**src/rtl/red_pitaya_exp_debounce_if.sv**
```systemverilog
// System-bus register port of the expansion debouncer: one-cycle strobes with a
// registered acknowledge and read data.
interface red_pitaya_exp_debounce_if;
  logic [31:0] sys_addr;
  logic [31:0] sys_wdata;
  logic        sys_wen;
  logic        sys_ren;
  logic [31:0] sys_rdata;
  logic        sys_err;
  logic        sys_ack;

  modport master (
    output sys_addr, sys_wdata, sys_wen, sys_ren,
    input  sys_rdata, sys_err, sys_ack
  );

  modport slave (
    input  sys_addr, sys_wdata, sys_wen, sys_ren,
    output sys_rdata, sys_err, sys_ack
  );
endinterface

```
**src/rtl/red_pitaya_exp_debounce.sv**
```systemverilog
// Expansion-connector input conditioner: 2-FF synchronisers, per-bit debounce,
// sticky W1C edge flags, maskable level interrupt and a small register window.
module red_pitaya_exp_debounce #(
  parameter int             DWE = 8,
  parameter int             DBW = 16,
  parameter logic [DBW-1:0] DBC = 16'd1250
) (
  input  logic                        clk_i,
  input  logic                        rstn_i,
  input  logic [DWE-1:0]              exp_p_pad_i,
  input  logic [DWE-1:0]              exp_n_pad_i,
  output logic [DWE-1:0]              exp_p_dat_o,
  output logic [DWE-1:0]              exp_n_dat_o,
  output logic                        irq_o,
  red_pitaya_exp_debounce_if.slave    bus
);

  localparam int NB = 2 * DWE;

  // Both sides share one bit vector: P in the low half, N in the high half.
  logic [NB-1:0]  pad;
  logic [NB-1:0]  sync_p0;
  logic [NB-1:0]  sync_p1;
  logic [NB-1:0]  dat;
  logic [NB-1:0]  upd;
  logic [NB-1:0]  rise;
  logic [NB-1:0]  fall;
  logic [DBW-1:0] cnt [NB];
  logic [DBW-1:0] cfg;
  logic [DBW-1:0] neff;

  logic [DWE-1:0] p_rise, p_fall, n_rise, n_fall, p_ien, n_ien;
  logic [DWE-1:0] clr_p_rise, clr_p_fall, clr_n_rise, clr_n_fall;
  logic [19:0]    addr;
  logic [31:0]    rd_mux;
  logic [31:0]    rdata_p0;
  logic           ack_p0;
  logic           unused_bits;

  function automatic logic [DBW-1:0] eff_len(input logic [DBW-1:0] n);
    return (n == '0) ? {{(DBW-1){1'b0}}, 1'b1} : n;
  endfunction

  function automatic logic [DWE-1:0] w1c(input logic [DWE-1:0] flag,
                                         input logic [DWE-1:0] clr,
                                         input logic [DWE-1:0] set);
    return (flag & ~clr) | set;
  endfunction

  assign pad  = {exp_n_pad_i, exp_p_pad_i};
  assign neff = eff_len(cfg);
  assign addr = bus.sys_addr[19:0];

  // The compare is widened by one bit so cnt+1 can never wrap.
  always_comb begin
    for (int i = 0; i < NB; i++) begin
      upd[i] = (sync_p1[i] != dat[i]) &&
               (({1'b0, cnt[i]} + {{DBW{1'b0}}, 1'b1}) >= {1'b0, neff});
    end
  end

  assign rise = upd & sync_p1;
  assign fall = upd & ~sync_p1;

  // Stage p0/p1: synchroniser; then debounce state.
  always_ff @(posedge clk_i or negedge rstn_i) begin
    if (!rstn_i) begin
      sync_p0 <= '0;
      sync_p1 <= '0;
      dat     <= '0;
      for (int i = 0; i < NB; i++) cnt[i] <= '0;
    end else begin
      sync_p0 <= pad;
      sync_p1 <= sync_p0;
      dat     <= (dat & ~upd) | (sync_p1 & upd);
      for (int i = 0; i < NB; i++) begin
        if ((sync_p1[i] == dat[i]) || upd[i]) cnt[i] <= '0;
        else                                   cnt[i] <= cnt[i] + {{(DBW-1){1'b0}}, 1'b1};
      end
    end
  end

  assign clr_p_rise = (bus.sys_wen && addr == 20'h04) ? bus.sys_wdata[DWE-1:0] : '0;
  assign clr_p_fall = (bus.sys_wen && addr == 20'h08) ? bus.sys_wdata[DWE-1:0] : '0;
  assign clr_n_rise = (bus.sys_wen && addr == 20'h0C) ? bus.sys_wdata[DWE-1:0] : '0;
  assign clr_n_fall = (bus.sys_wen && addr == 20'h10) ? bus.sys_wdata[DWE-1:0] : '0;

  // A flag set in the same cycle as its clear survives.
  always_ff @(posedge clk_i or negedge rstn_i) begin
    if (!rstn_i) begin
      cfg    <= DBC;
      p_ien  <= '0;
      n_ien  <= '0;
      p_rise <= '0;
      p_fall <= '0;
      n_rise <= '0;
      n_fall <= '0;
      irq_o  <= 1'b0;
    end else begin
      if (bus.sys_wen && addr == 20'h00) cfg   <= bus.sys_wdata[DBW-1:0];
      if (bus.sys_wen && addr == 20'h14) p_ien <= bus.sys_wdata[DWE-1:0];
      if (bus.sys_wen && addr == 20'h18) n_ien <= bus.sys_wdata[DWE-1:0];
      p_rise <= w1c(p_rise, clr_p_rise, rise[DWE-1:0]);
      p_fall <= w1c(p_fall, clr_p_fall, fall[DWE-1:0]);
      n_rise <= w1c(n_rise, clr_n_rise, rise[NB-1:DWE]);
      n_fall <= w1c(n_fall, clr_n_fall, fall[NB-1:DWE]);
      irq_o  <= (|((p_rise | p_fall) & p_ien)) | (|((n_rise | n_fall) & n_ien));
    end
  end

  always_comb begin
    rd_mux = '0;
    case (addr)
      20'h00:  rd_mux = 32'(cfg);
      20'h04:  rd_mux = 32'(p_rise);
      20'h08:  rd_mux = 32'(p_fall);
      20'h0C:  rd_mux = 32'(n_rise);
      20'h10:  rd_mux = 32'(n_fall);
      20'h14:  rd_mux = 32'(p_ien);
      20'h18:  rd_mux = 32'(n_ien);
      20'h20:  rd_mux = 32'(sync_p1[DWE-1:0]);
      20'h24:  rd_mux = 32'(sync_p1[NB-1:DWE]);
      default: rd_mux = '0;
    endcase
  end

  // Stage p0: bus response, one cycle after the strobe.
  always_ff @(posedge clk_i or negedge rstn_i) begin
    if (!rstn_i) begin
      ack_p0   <= 1'b0;
      rdata_p0 <= '0;
    end else begin
      ack_p0 <= bus.sys_wen | bus.sys_ren;
      if (bus.sys_ren) rdata_p0 <= rd_mux;
    end
  end

  assign bus.sys_ack   = ack_p0;
  assign bus.sys_rdata = rdata_p0;
  assign bus.sys_err   = 1'b0;

  assign exp_p_dat_o = dat[DWE-1:0];
  assign exp_n_dat_o = dat[NB-1:DWE];

  assign unused_bits = ^{bus.sys_addr[31:20], bus.sys_wdata[31:DBW]};

endmodule
```
**src/flat_wrapper.sv**
```systemverilog
// flat-port wrapper written by rule: the top's interface ports become plain ports
module red_pitaya_exp_debounce_flat 
#(
  parameter int             DWE = 8,
  parameter int             DBW = 16,
  parameter logic [DBW-1:0] DBC = 16'd1250
)
  (clk_i, rstn_i, exp_p_pad_i, exp_n_pad_i, exp_p_dat_o, exp_n_dat_o, irq_o, bus_sys_addr, bus_sys_wdata, bus_sys_wen, bus_sys_ren, bus_sys_rdata, bus_sys_err, bus_sys_ack);
  red_pitaya_exp_debounce_if bus_i ();
  input  logic clk_i;
  input  logic rstn_i;
  input  logic [DWE-1:0] exp_p_pad_i;
  input  logic [DWE-1:0] exp_n_pad_i;
  output logic [DWE-1:0] exp_p_dat_o;
  output logic [DWE-1:0] exp_n_dat_o;
  output logic irq_o;
  input wire logic [$bits(bus_i.sys_addr)-1:0] bus_sys_addr;
  input wire logic [$bits(bus_i.sys_wdata)-1:0] bus_sys_wdata;
  input wire logic [$bits(bus_i.sys_wen)-1:0] bus_sys_wen;
  input wire logic [$bits(bus_i.sys_ren)-1:0] bus_sys_ren;
  output wire logic [$bits(bus_i.sys_rdata)-1:0] bus_sys_rdata;
  output wire logic [$bits(bus_i.sys_err)-1:0] bus_sys_err;
  output wire logic [$bits(bus_i.sys_ack)-1:0] bus_sys_ack;
  assign bus_i.sys_addr = bus_sys_addr;
  assign bus_i.sys_wdata = bus_sys_wdata;
  assign bus_i.sys_wen = bus_sys_wen;
  assign bus_i.sys_ren = bus_sys_ren;
  assign bus_sys_rdata = bus_i.sys_rdata;
  assign bus_sys_err = bus_i.sys_err;
  assign bus_sys_ack = bus_i.sys_ack;
  red_pitaya_exp_debounce #(.DWE(DWE), .DBW(DBW), .DBC(DBC)) u_core (.clk_i(clk_i), .rstn_i(rstn_i), .exp_p_pad_i(exp_p_pad_i), .exp_n_pad_i(exp_n_pad_i), .exp_p_dat_o(exp_p_dat_o), .exp_n_dat_o(exp_n_dat_o), .irq_o(irq_o), .bus(bus_i));
endmodule
```
**config.mk**
```make
export PLATFORM = sky130hd
export DESIGN_NAME = red_pitaya_exp_debounce_flat
export DESIGN_NICKNAME = d
export VERILOG_FILES = /design/src/rtl/red_pitaya_exp_debounce_if.sv /design/src/rtl/red_pitaya_exp_debounce.sv /design/src/flat_wrapper.sv
export SDC_FILE = /design/constraint.sdc
export NUM_CORES = 1
export LEC_CHECK = 0
export BUFFER_PORTS_ARGS = -buffer_cell sky130_fd_sc_hd__buf_2
export CAP_MARGIN = 20
export CORE_UTILIZATION = 50
export CTS_CLUSTER_DIAMETER = 60
export CTS_CLUSTER_SIZE = 30
export DETAILED_ROUTE_END_ITERATION = 8
export PLACE_DENSITY = 0.68
export REMOVE_ABC_BUFFERS = 1
export SLEW_MARGIN = 20
export SYNTH_ARGS = -nofsm -noshare
export SYNTH_HDL_FRONTEND = slang
export SYNTH_SLANG_ARGS = --single-unit
```
**constraint.sdc**
```tcl
create_clock -name clk_i -period 3.58 [get_ports clk_i]
set_input_delay 0.537 -clock clk_i [delete_from_list [all_inputs] [get_ports clk_i]]
set_output_delay 0.537 -clock clk_i [all_outputs]
set_load 0.02 [all_outputs]
```
==> impl_metrics.ini <==
[status]
outcome = finished clean

[synth]
synth_seq_area_share = 0.413
async_flop_share = 1.00
synth-main-ff-cell = dfrtp_1
yosys_warnings = 0
synth_edf_count = 0
yosysTopAreaCell = dfrtp_1
syn_area_per_cell_sq_um = 9.81
netlist_top_cells_area = dfrtp_1, ha_1, xnor2_1
synthMostInstantiatedCell = dfrtp_1
syn-cell-area_sq_mm = 0.0234
netlist.area_leader.share = 0.407
netlist_top_cells_count = dfrtp_1, ha_1, nand2_1
syn_inst = 2387
ys_types = 99
synth_seq_cells = 386

[drt]
wl_per_cell_microns = 20.1
drt-initial-drc-count = 1663
drc = 0
drt-total-wl_mm = 63.7
drtAntennaViolNets = 0
dr.pass1.iters = 6
viasPerCell = 5.96
num_vias = 18952

[critical_path]
crit-reg2reg-launch = u_core.cfg[14]$_DFFE_PN0P_
worstPathArrival_ns = 3.95
r2r-end = u_core.cnt[179]$_DFF_PN0_
cp-end-kind = register
crit_family = simple AND/OR/NAND/NOR gates
worstSetupPathType = register to register
reg2reg_slack_ns = 0.13
crit_end = u_core.cnt[179]$_DFF_PN0_
cp_cell_sequence = nor4_2 > a41o_4 > buf_12 > ha_1 > nand2b_1 > a21o_1 > maj3_1 > a21oi_1 > a211oi_1 > o21a_1 > or4b_4 > nor2b_1
cp-start-kind = register
cp_max_fo = 15
slowest_stage = or4b_4
path_depth = 12
reg2regPathDepth = 12
cp_data_required_time_ns = 4.08
critical-path-max-stage-delay_ns = 0.63
startpoint = u_core.cfg[14]$_DFFE_PN0P_
path_buf_inv = 1

[finish]
area_growth_pct = 13.1
drive_above_1_share = 0.131
nets = 2844
fin_util = 0.579

[clocking]
clockRootBuffer = clkbuf_16
cts_buffer_depth = 3
cts_tree = yes
clk_latency_ns = 0.59
cts.clk_slew.worst_paths_ns = 0.07
numCtsBuffers = 37
htree_levels = 2
holdBufCountCts = 0
cts_sinks = 386

[sta]
max_slew.worst_pin.slew_ns = 0.884
setup_tns_ns = 0
fmax_mhz = 290
finalSetupViolations = 0
fin_skew_ns = 0.0414
hold_viol_final = 0
maxSlewHeadroom = 0.411
layout_setup_ws_ns = 0.130
post-route-min-period_ns = 3.45
drv_slew = 0
finalCritPeriodShare = 0.964

[min_path]
hold_path_class = primary input to async pin

[placed_design]
portBuffers = 89
hpwl_mm = 46.0
finalWeightedCongestion = 0.922
pre_cts_ws_ns = 0.00898

[die]
die_w_microns = 218
io_pins = 135
die_height_microns = 218
rows = 78
core_sq_mm = 0.0458
die_area_sq_mm = 0.0477
start_util = 0.512

[job]
drv_cap = 0

[global_routing]
grt_max_degree = 95
antenna_found_initial = 4
grt_remaining_overflow = 0
grt_pass1_vias = 18873
gr-usage-all-layers = 0.271
grt_pass1_wl_mm = 101

[power]
leakage_nw = 13.2
p_per_area_mw_per_mm2 = 346
vdd_ir_drop_max_v = 0.000477
[sequential cells by signal, indices dropped and copies added (netlist names), named ones only]
| register | cells |
|---|---|
| u_core.sync_p0 | 16 |
| u_core.p_ien | 8 |
| u_core.sync_p1 | 16 |
| u_core.n_fall | 8 |
| u_core.n_rise | 8 |
| u_core.p_fall | 8 |
| u_core.bus.sys_rdata | 16 |
| u_core.irq_o | 1 |
| u_core.cfg | 16 |
| u_core.n_ien | 8 |
| u_core.p_rise | 8 |
| u_core.cnt | 256 |
| u_core.bus.sys_ack | 1 |
[where the power goes]
part,switching [W],internal [W]
logic,0.000286,0.000141
clock network,0.00198,0.00226
registers,0.0000788,0.00442
[layout make-up]
class | count | area, sq um
multi-input cells | 1855 | 13200
clock buffers | 42 | 997
flip-flops and latches | 386 | 9670
repair buffers | 175 | 1210
inverters | 94 | 353
fillers | 3944 | 19300
diodes | 1 | 2.50
clock inverters | 26 | 309
well taps | 600 | 751
[logic make-up after synthesis]
group / Yosys count / synth area share
flip-flops: 386 / 0.413
other: 1 / 0.000160
buffers and inverters: 162 / 0.0309
multiplexers: 36 / 0.0170
AND/OR/NAND/NOR: 956 / 0.215
XOR/XNOR: 243 / 0.0923
adder cells (fa/ha/maj): 225 / 0.119
AO/OA/AOI/OAI: 378 / 0.113
[stage by stage]
stage / instance area, sq um / hold WS [ns] / power, W / std cells
after floorplan: 23100 / 0.241 / 0.00476 / 2335
after global placement: 25100 / 0.333 / 0.00499 / 3106
after detailed placement: 25100 / 0.336 / 0.00501 / 3106
after CTS: 26400 / 0.0246 / 0.00926 / 3176
after global routing: 26500 / 0.0349 / 0.00947 / 3178
final: 26500 / 0.00826 / 0.00916 / 3179
[per-layer routing]
| metal | track usage | vias up | wire length [microns] |
|---|---|---|---|
| met5 | 0 | - | 46 |
| met4 | 0.108 | 6 | 2570 |
| met3 | 0.0557 | 152 | 4570 |
| met2 | 0.436 | 609 | 29200 |
| met1 | 0.354 | 9335 | 27300 |
| li1 | - | 8850 | - |
[what timing repair did]
item | in CTS | in global routing
endpoints found under the setup margin | 4 | 151
setup buffers | 2 | 2
gates cloned | 0 | 0
pin swaps | 1 | 4
gates resized for setup | 0 | 20
[worst min-delay path by stage]
stage	end	start
2_1_floorplan	async pin	rstn_i
3_3_place_gp	u_core.sync_p1[13]$_DFF_PN0_	u_core.sync_p0[13]$_DFF_PN0_
3_5_place_dp	u_core.sync_p1[3]$_DFF_PN0_	u_core.sync_p0[3]$_DFF_PN0_
4_1_cts	u_core.sync_p0[9]$_DFF_PN0_	exp_n_pad_i[1]
5_1_grt	u_core.sync_p0[9]$_DFF_PN0_	exp_n_pad_i[1]
6_report	u_core.p_fall[5]$_DFF_PN0_	rstn_i
[cells in the final DEF, fill, tap and decap left out, drive strengths merged, types with 7 or more instances in the layout]
cell     instances
o31ai            7
conb            17
and3            97
nor3b           26
nand3          132
mux2            30
dfrtp          381
or3              9
a22oi            8
inv            103
nor2b          116
a221oi          14
clkinv          14
and4            20
maj3            14
a211oi          14
ha             211
nand4           61
nor4            14
xnor2          153
a31oi            8
o21ai           92
o211ai          16
o22ai            8
nor2           162
a21o            38
nand2          200
a22o            27
a21oi           70
buf            175
or2             10
nor3            41
and2            20
a222oi           8
xor2            88
nand2b          35
clkbuf          42
a2111oi          7
Note: power is estimated with default switching activity, not from simulation.
